--- config.mk ---
export PLATFORM = sky130hd
export DESIGN_NAME = arbiter_word_packer
export DESIGN_NICKNAME = d
export VERILOG_FILES = /design/src/rtl/packer_pkg.sv /design/src/rtl/word_fifo.sv /design/src/rtl/arbiter_word_packer.sv
export SDC_FILE = /design/constraint.sdc
export NUM_CORES = 1
export LEC_CHECK = 0
export ABC_AREA = 1
export CORE_MARGIN = 1.5
export CORE_UTILIZATION = 64
export CTS_CLUSTER_DIAMETER = 100
export CTS_CLUSTER_SIZE = 16
export DETAILED_ROUTE_END_ITERATION = 7
export PLACE_DENSITY = 0.94
export SLEW_MARGIN = 10
export SYNTH_ARGS = -nofsm -noshare
export SYNTH_HDL_FRONTEND = slang
export SYNTH_HIERARCHICAL = 1
export SYNTH_SLANG_ARGS = --single-unit
--- constraint.sdc ---
create_clock -name clk -period 4.8 [get_ports clk]
set_clock_uncertainty 0.2 [all_clocks]
set_input_delay 0.96 -clock clk [delete_from_list [all_inputs] [get_ports clk]]
set_output_delay 0.96 -clock clk [all_outputs]
set_load 0.03 [all_outputs]
--- src/rtl/packer_pkg.sv ---
// packer_pkg: shared widths and the buffered word record for the byte-to-word packer
package packer_pkg;
  localparam int BYTE_W = 8;
  localparam int LANES = 4;
  localparam int WORD_W = 32;
  typedef struct packed {
    logic [WORD_W-1:0] data;
    logic [LANES-1:0] keep;
  } word_t;
endpackage

--- src/rtl/word_fifo.sv ---
// word_fifo: first-word-fall-through FIFO of word_t (push/push_word in, pop/head out, full/empty/level status)
module word_fifo
  import packer_pkg::*;
#(
  parameter int DEPTH = 4
) (
  input  logic                       clk,
  input  logic                       rst,
  input  logic                       push,
  input  word_t                      push_word,
  input  logic                       pop,
  output word_t                      head,
  output logic                       full,
  output logic                       empty,
  output logic [$clog2(DEPTH):0]     level
);
  localparam int AW = $clog2(DEPTH);
  word_t mem [DEPTH];
  logic [AW-1:0] wr_ptr, rd_ptr;
  logic [AW:0] cnt;
  assign head = mem[rd_ptr];
  assign full = cnt == (AW+1)'(DEPTH);
  assign empty = cnt == '0;
  assign level = cnt;
  always_ff @(posedge clk) begin
    if (push) mem[wr_ptr] <= push_word;
  end
  always_ff @(posedge clk) begin
    if (rst) begin
      wr_ptr <= '0;
      rd_ptr <= '0;
      cnt <= '0;
    end else begin
      if (push) wr_ptr <= wr_ptr + 1'b1;
      if (pop) rd_ptr <= rd_ptr + 1'b1;
      cnt <= cnt + (AW+1)'(push) - (AW+1)'(pop);
    end
  end
endmodule

--- src/rtl/arbiter_word_packer.sv ---
// arbiter_word_packer: packs a valid-strobed byte stream into little-endian 32-bit words and buffers them behind a valid/ready port
module arbiter_word_packer
  import packer_pkg::*;
#(
  parameter int DEPTH = 4
) (
  input  logic                    clk,
  input  logic                    rst,
  input  logic                    in_valid,
  input  logic [BYTE_W-1:0]       in_data,
  input  logic                    flush,
  output logic                    out_valid,
  input  logic                    out_ready,
  output logic [WORD_W-1:0]       out_data,
  output logic [LANES-1:0]        out_keep,
  output logic [$clog2(DEPTH):0]  level,
  output logic                    overflow
);
  logic [WORD_W-1:0] acc, acc_next;
  logic [1:0] idx;
  logic [2:0] n_bytes;
  logic [4:0] ones;
  logic push_req, pop, full, empty, push_ok;
  word_t head, push_word;
  always_comb begin
    acc_next = acc;
    if (in_valid) acc_next[{idx, 3'b000} +: BYTE_W] = in_data;
  end
  assign n_bytes = {1'b0, idx} + {2'b00, in_valid};
  assign ones = (5'd1 << n_bytes) - 5'd1;
  assign push_req = (in_valid && idx == 2'd3) || (flush && n_bytes != 3'd0);
  assign push_word = '{data: acc_next, keep: ones[LANES-1:0]};
  assign out_valid = !empty;
  assign pop = out_valid && out_ready;
  assign push_ok = push_req && (!full || pop);
  assign out_data = out_valid ? head.data : '0;
  assign out_keep = out_valid ? head.keep : '0;
  always_ff @(posedge clk) begin
    if (rst) begin
      acc <= '0;
      idx <= '0;
      overflow <= 1'b0;
    end else begin
      acc <= push_req ? '0 : acc_next;
      idx <= push_req ? 2'd0 : idx + 2'(in_valid);
      overflow <= overflow | (push_req && !push_ok);
    end
  end
  word_fifo #(.DEPTH(DEPTH)) u_fifo (
    .clk(clk),
    .rst(rst),
    .push(push_ok),
    .push_word(push_word),
    .pop(pop),
    .head(head),
    .full(full),
    .empty(empty),
    .level(level)
  );
endmodule

==> results of run 1 <==
[per-layer routing]
metal | global-route usage (%) | vias to the layer above
met2 | 46.6 | 358
li1 | - | 2711
met4 | 15.2 | 0
met5 | 0 | -
met1 | 33.9 | 2673
met3 | 6.59 | 84
[layout make-up]
type / count / area, um^2
inverter: 204 / 768
clock buffer: 19 / 443
sequential: 188 / 5210
multi-input combinational: 398 / 2230
fill: 710 / 3090
clock inverter: 13 / 141
tap: 172 / 215
timing repair buffer: 64 / 626
[through the flow]
stage	utilization, %	power (mW)	area (um^2)	instances
2_1_floorplan	-	3.10	8420	822
3_3_place_gp	71.1	3.58	9050	1026
3_5_place_dp	71.1	3.63	9050	1026
4_1_cts	75.7	5.02	9630	1058
5_1_grt	75.7	5.22	9630	1058
6_report	75.7	5.02	9630	1058
[tightest hold or removal path: stages, from the launching register on]
cell     delay, ps
dfxtp_1        300
inv_1           60
a21oi_1         70
[state kept, by name (all words and copies together) (netlist names), named ones only]
name	cells
idx	2
u_fifo/level	3
u_fifo/mem	144
acc	32
u_fifo/rd_ptr	2
u_fifo/wr_ptr	2
overflow	1
[power groups by stage]
stage	registers, mW	logic, mW	clock network, mW
final	2.00	1.63	1.39
after global routing	2.01	1.76	1.45
after CTS	1.99	1.64	1.39
after detailed placement	2.03	1.60	0
after global placement	2.02	1.56	0
after floorplan	1.97	1.13	0
[kinds of logic after synthesis]
logic type	after synthesis	share of synthesized area, %
adders and majority gates	15	2.32
buffers and inverters	236	11.8
AOI/OAI and AO/OA	151	12.3
and+or+nand+nor	231	11.7
DFF	188	61.8
xor gates and xnor gates	1	0.104
[layout by cell type, fill, tap and decap left out, types with 2 or more instances in the layout]
| cell | count |
|---|---|
| dfxtp_1 | 42 |
| nor2_2 | 5 |
| nand2_1 | 77 |
| bufinv_16 | 2 |
| inv_1 | 199 |
| clkinv_4 | 2 |
| o211ai_1 | 2 |
| ha_1 | 14 |
| inv_2 | 3 |
| clkinv_2 | 5 |
| a21oi_1 | 63 |
| buf_4 | 10 |
| o21ai_1 | 3 |
| clkdlybuf4s50_1 | 53 |
| o21ai_0 | 38 |
| o21ai_2 | 3 |
| inv_6 | 3 |
| o211ai_2 | 34 |
| a31oi_1 | 8 |
| edfxtp_1 | 144 |
| clkinvlp_4 | 3 |
| nand3_2 | 2 |
| and3_1 | 2 |
| clkbuf_16 | 17 |
| nand2_2 | 25 |
| nor2_1 | 115 |
[worst paths after layout]
| path | end | slack (ps) | depth (start not counted) |
|---|---|---|---|
| worst max register to register | u_fifo/level[1]$_SDFF_PP0_ | 1460 | 13 |
| worst max-delay path | out_data[18] | 850 | 6 |
| worst min-delay path | flop | 270 | 2 |
| worst min register to register | flop | 270 | 2 |
==> flow_summary.json, run 1 <==
{
  "status": "complete, no violations",
  "slowest_delay_ps": 830,
  "clk_path_buf_depth": 2,
  "cp_top_family": "buffers and inverters",
  "setup_ws_ps": 853,
  "critical_path.max_fanout": 61,
  "r2r-start": "u_fifo/level[1]$_SDFF_PP0_",
  "vias_per_cell": 5.51,
  "crit_chain": "buf_4 -> o21ai_0 -> nand2_1 -> inv_1 -> nor2_1 -> clkdlybuf4s50_1",
  "start_util_pct": 66.2,
  "wl_per_cell_um": 17.5,
  "synth_area_per_cell_um2": 10.2,
  "crit_type": "flop to output pin",
  "yosysSeqAreaShare_pct": 61.8,
  "clock_latency_ps": 440,
  "synth_commonest_cells": "199 x inv_1, 144 x edfxtp_1, 116 x nor2_1",
  "yosysTopAreaCell": "edfxtp_1",
  "ctsResizeCount": 0,
  "numCtsBuffers": 17,
  "netSwitchingPower_mw": 1.78,
  "setup_violations": 0,
  "power.share.combinational_pct": 32.5,
  "drtAntennaViolNets": 0,
  "synth_area_um2": 8420,
  "cts.clk_slew.worst_paths_ps": 70,
  "required_ps": 3640,
  "routed.top_layer": "met4",
  "drc": 0,
  "cp.buffers_inverters": 3,
  "fmax_mhz": 253,
  "drt_wl_total_mm": 18.5,
  "drive_above_1_share_pct": 13.7,
  "finalHoldViolCount": 0,
  "fp.dieW_um": 118,
  "place_congestion": 0.875,
  "layout.nets": 901,
  "p_seq_share_pct": 39.8,
  "place_ws_ps": 595,
  "antenna_found_initial": 0,
  "drt-initial-drc-count": 680,
  "synthesis.nets": 850,
  "num_vias": 5826,
  "yosys_warnings": 6,
  "dieArea_um2": 13900,
  "slowest_stage": "dfxtp_4",
  "maxSlewHeadroom_pct": 37.9,
  "p_clk_share_pct": 27.7,
  "cts_tree": "built",
  "die_y_um": 118,
  "synth.top_cell.area_share_pct": 51.4,
  "core-area_um2": 12700,
  "synth_seq_cells": 188,
  "synthTopCellsByArea": "edfxtp_1 51%, dfxtp_1 10%, inv_1 8.9%, nor2_1 5.2%, o211ai_2 5.1%",
  "met2_length_mm": 9.08,
  "globalRoute.totalOverflow": 0,
  "period_minus_slack_ps": 3950,
  "critPathArrivalTime_ps": 2790,
  "yosysMostFrequentCell": "inv_1",
  "intPower_mw": 3.24,
  "min_path_type": "flop to flop",
  "wl_met1_mm": 6.94,
  "hold_buffers": 0,
  "grt_pass1_vias": 5786,
  "rsz0062_at_grt": "false",
  "switching_share_pct": 35.5,
  "gr-usage-all-layers_pct": 28.0,
  "ys.flop_type": "edfxtp_1",
  "end_kind": "output pin",
  "netlist_instances": 822,
  "grt_max_degree": 62,
  "portBuffers": 53,
  "final.setup.tns_ps": 0,
  "synth_edf_count": 144,
  "cap_violations": 0,
  "p_per_area_nw_per_um2": 521,
  "grt_pass1_wl_mm": 29.7,
  "hold_start": "u_fifo/rd_ptr[1]$_SDFFE_PP0P_",
  "ys_async_sr_fraction_pct": 0,
  "cts.htree.levels": 4,
  "final_max_slew_viol_count": 0,
  "diodes": 0,
  "syn2layout_area_growth_pct": 14.4,
  "post_cts_buffers": 0,
  "whs_ps": 268,
  "fin_crit_sh_pct": 82.2,
  "hpwl_mm": 10.6,
  "num_io_pins": 54,
  "rows": 41,
  "clock-root-buffer": "clkbuf_16",
  "clock_sinks": 188,
  "drt_pass1_iterations": 5,
  "synth.distinct_cells": 28,
  "startpoint_type": "flop",
  "vdd_drop_max_uv": 486,
  "p_leak_nw": 4.07,
  "worst_pin_slew_ps": 929,
  "met3WireLength_mm": 1.64
}
No activity file was read; power rests on OpenSTA's default activity.
==> run 2: changes to the inputs <==
--- a/config.mk
+++ b/config.mk
@@ -7,11 +7,11 @@
 export LEC_CHECK = 0
 export ABC_AREA = 1
 export CORE_MARGIN = 1.5
-export CORE_UTILIZATION = 64
+export CORE_UTILIZATION = 59
 export CTS_CLUSTER_DIAMETER = 100
 export CTS_CLUSTER_SIZE = 16
 export DETAILED_ROUTE_END_ITERATION = 7
-export PLACE_DENSITY = 0.94
+export PLACE_DENSITY = 0.88
 export SLEW_MARGIN = 10
 export SYNTH_ARGS = -nofsm -noshare
 export SYNTH_HDL_FRONTEND = slang
==> constraint.sdc (replaced) <==
create_clock -name clk -period 3.88 [get_ports clk]
set_clock_uncertainty 0.2 [all_clocks]
set_input_delay 0.776 -clock clk [delete_from_list [all_inputs] [get_ports clk]]
set_output_delay 0.776 -clock clk [all_outputs]
set_load 0.03 [all_outputs]
==> flow_summary.json, run 2 (same netlist as run 1, synthesis figures left out) <==
{
  "status": "complete, no violations",
  "cap_violations": 0,
  "critPathArrivalTime_ps": 2660,
  "required_ps": 2900,
  "diodes": 0,
  "rsz0062_at_grt": "false",
  "finalHoldViolCount": 0,
  "die_y_um": 122,
  "place_congestion": 0.959,
  "final_cell_mix": "199 x inv_1, 144 x edfxtp_1, 115 x nor2_1",
  "hpwl_mm": 9.96,
  "post_cts_buffers": 0,
  "clk_path_buf_depth": 2,
  "postLayoutCoreUtil_pct": 69.8,
  "drc": 0,
  "wl_per_cell_um": 15.4,
  "p_per_area_nw_per_um2": 633,
  "syn2layout_area_growth_pct": 15.1,
  "end_kind": "output pin",
  "min_path_type": "flop to flop",
  "critical_path.max_fanout": 36,
  "drt_pass1_iterations": 6,
  "drtAntennaViolNets": 0,
  "dieArea_um2": 15000,
  "clock-root-buffer": "clkbuf_16",
  "worst_pin_slew_ps": 810,
  "ctsResizeCount": 0,
  "p_leak_nw": 4.07,
  "layout.nets": 901,
  "final.setup.tns_ps": 0,
  "fin_crit_sh_pct": 93.6,
  "startpoint_type": "flop",
  "hold_start": "u_fifo/rd_ptr[1]$_SDFFE_PP0P_",
  "fmax_mhz": 275,
  "mostFrequentLayoutCell": "inv_1",
  "numCtsBuffers": 17,
  "globalRoute.totalOverflow": 0,
  "r2r-start": "idx[0]$_SDFF_PP0_",
  "drive_above_1_share_pct": 13.1,
  "grt_pass1_vias": 5365,
  "vdd_drop_max_uv": 415,
  "cts.clk_slew.worst_paths_ps": 70,
  "grt_pass1_wl_mm": 25.9,
  "core-area_um2": 13900,
  "gr-usage-all-layers_pct": 23.3,
  "setup_violations": 0,
  "num_vias": 5606,
  "final_max_slew_viol_count": 0,
  "drt_wl_total_mm": 16.4,
  "hold_buffers": 0,
  "clock_latency_ps": 430,
  "maxSlewHeadroom_pct": 46.0,
  "drt-initial-drc-count": 667,
  "antenna_found_initial": 0,
  "largest_reg_flops": 144,
  "largest_register": "u_fifo/mem",
  "cts_tree": "built",
  "portBuffers": 53,
  "period_minus_slack_ps": 3630,
  "crit_type": "flop to output pin",
  "vias_per_cell": 5.26,
  "rows": 43,
  "cts.htree.levels": 4,
  "start_util_pct": 60.7,
  "grt_max_degree": 93,
  "num_io_pins": 54,
  "clock_sinks": 188,
  "fp.dieW_um": 122
}
-- run 2: cell count changes in the layout (fill, tap and decap cells not counted) --
cell,previous run,this run
clkinv_1,0,4
clkbuf_8,1,0
clkinv_4,2,1
inv_6,3,1
buf_4,10,4
clkinv_2,5,4
clkbuf_1,1,2
buf_12,1,7
-- run 2: layout make-up --
type | instances | area (um^2)
Sequential cell | 188 | 5210
Fill cell | 933 | 4190
Clock inverter | 13 | 125
Inverter | 204 | 768
Multi-Input combinational cell | 398 | 2230
Timing Repair Buffer | 64 | 701
Tap cell | 180 | 225
Clock buffer | 19 | 433
-- run 2: power by group --
part / internal, mW / switching [mW]
registers: 2.33 / 0.0779
clock network: 0.939 / 0.720
logic: 0.731 / 1.33
total: 4.01 / 2.13
-- run 2: path summary, 6_finish.rpt --
check / to / slack [ps] / depth (start not counted)
hold / removal: flop / 260 / 2
setup reg to reg: u_fifo/level[2]$_SDFF_PP0_ / 840 / 17
setup / recovery: out_data[30] / 250 / 6
hold reg to reg: flop / 260 / 2
-- run 2: critical path, cell delays in order (launching register included) --
cell and delay, ps:
dfxtp_2 860, buf_12 310, o211ai_2 130, nand2_1 80, inv_1 50, nor2_1 90, clkdlybuf4s50_1 680
-- run 2: through the flow --
step | hold WS [ps] | area [um^2] | setup slack (ps) | cells | power [mW]
floorplan | 236 | 8420 | 673 | 822 | 3.84
CTS | 264 | 9690 | 222 | 1066 | 6.16
finish | 265 | 9690 | 247 | 1066 | 6.14
detailed placement | 255 | 9140 | 122 | 1034 | 4.52
global route | 297 | 9690 | 91.7 | 1066 | 6.42
global placement | 239 | 9140 | 227 | 1034 | 4.48
-- run 2: routing by layer --
| metal | wire length [um] | track usage (%) | vias up |
|---|---|---|---|
| met4 | 498 | 11.5 | 0 |
| met5 | 0 | 0 | - |
| met2 | 8120 | 38.4 | 221 |
| met1 | 6850 | 30.0 | 2627 |
| li1 | - | - | 2713 |
| met3 | 963 | 3.95 | 45 |
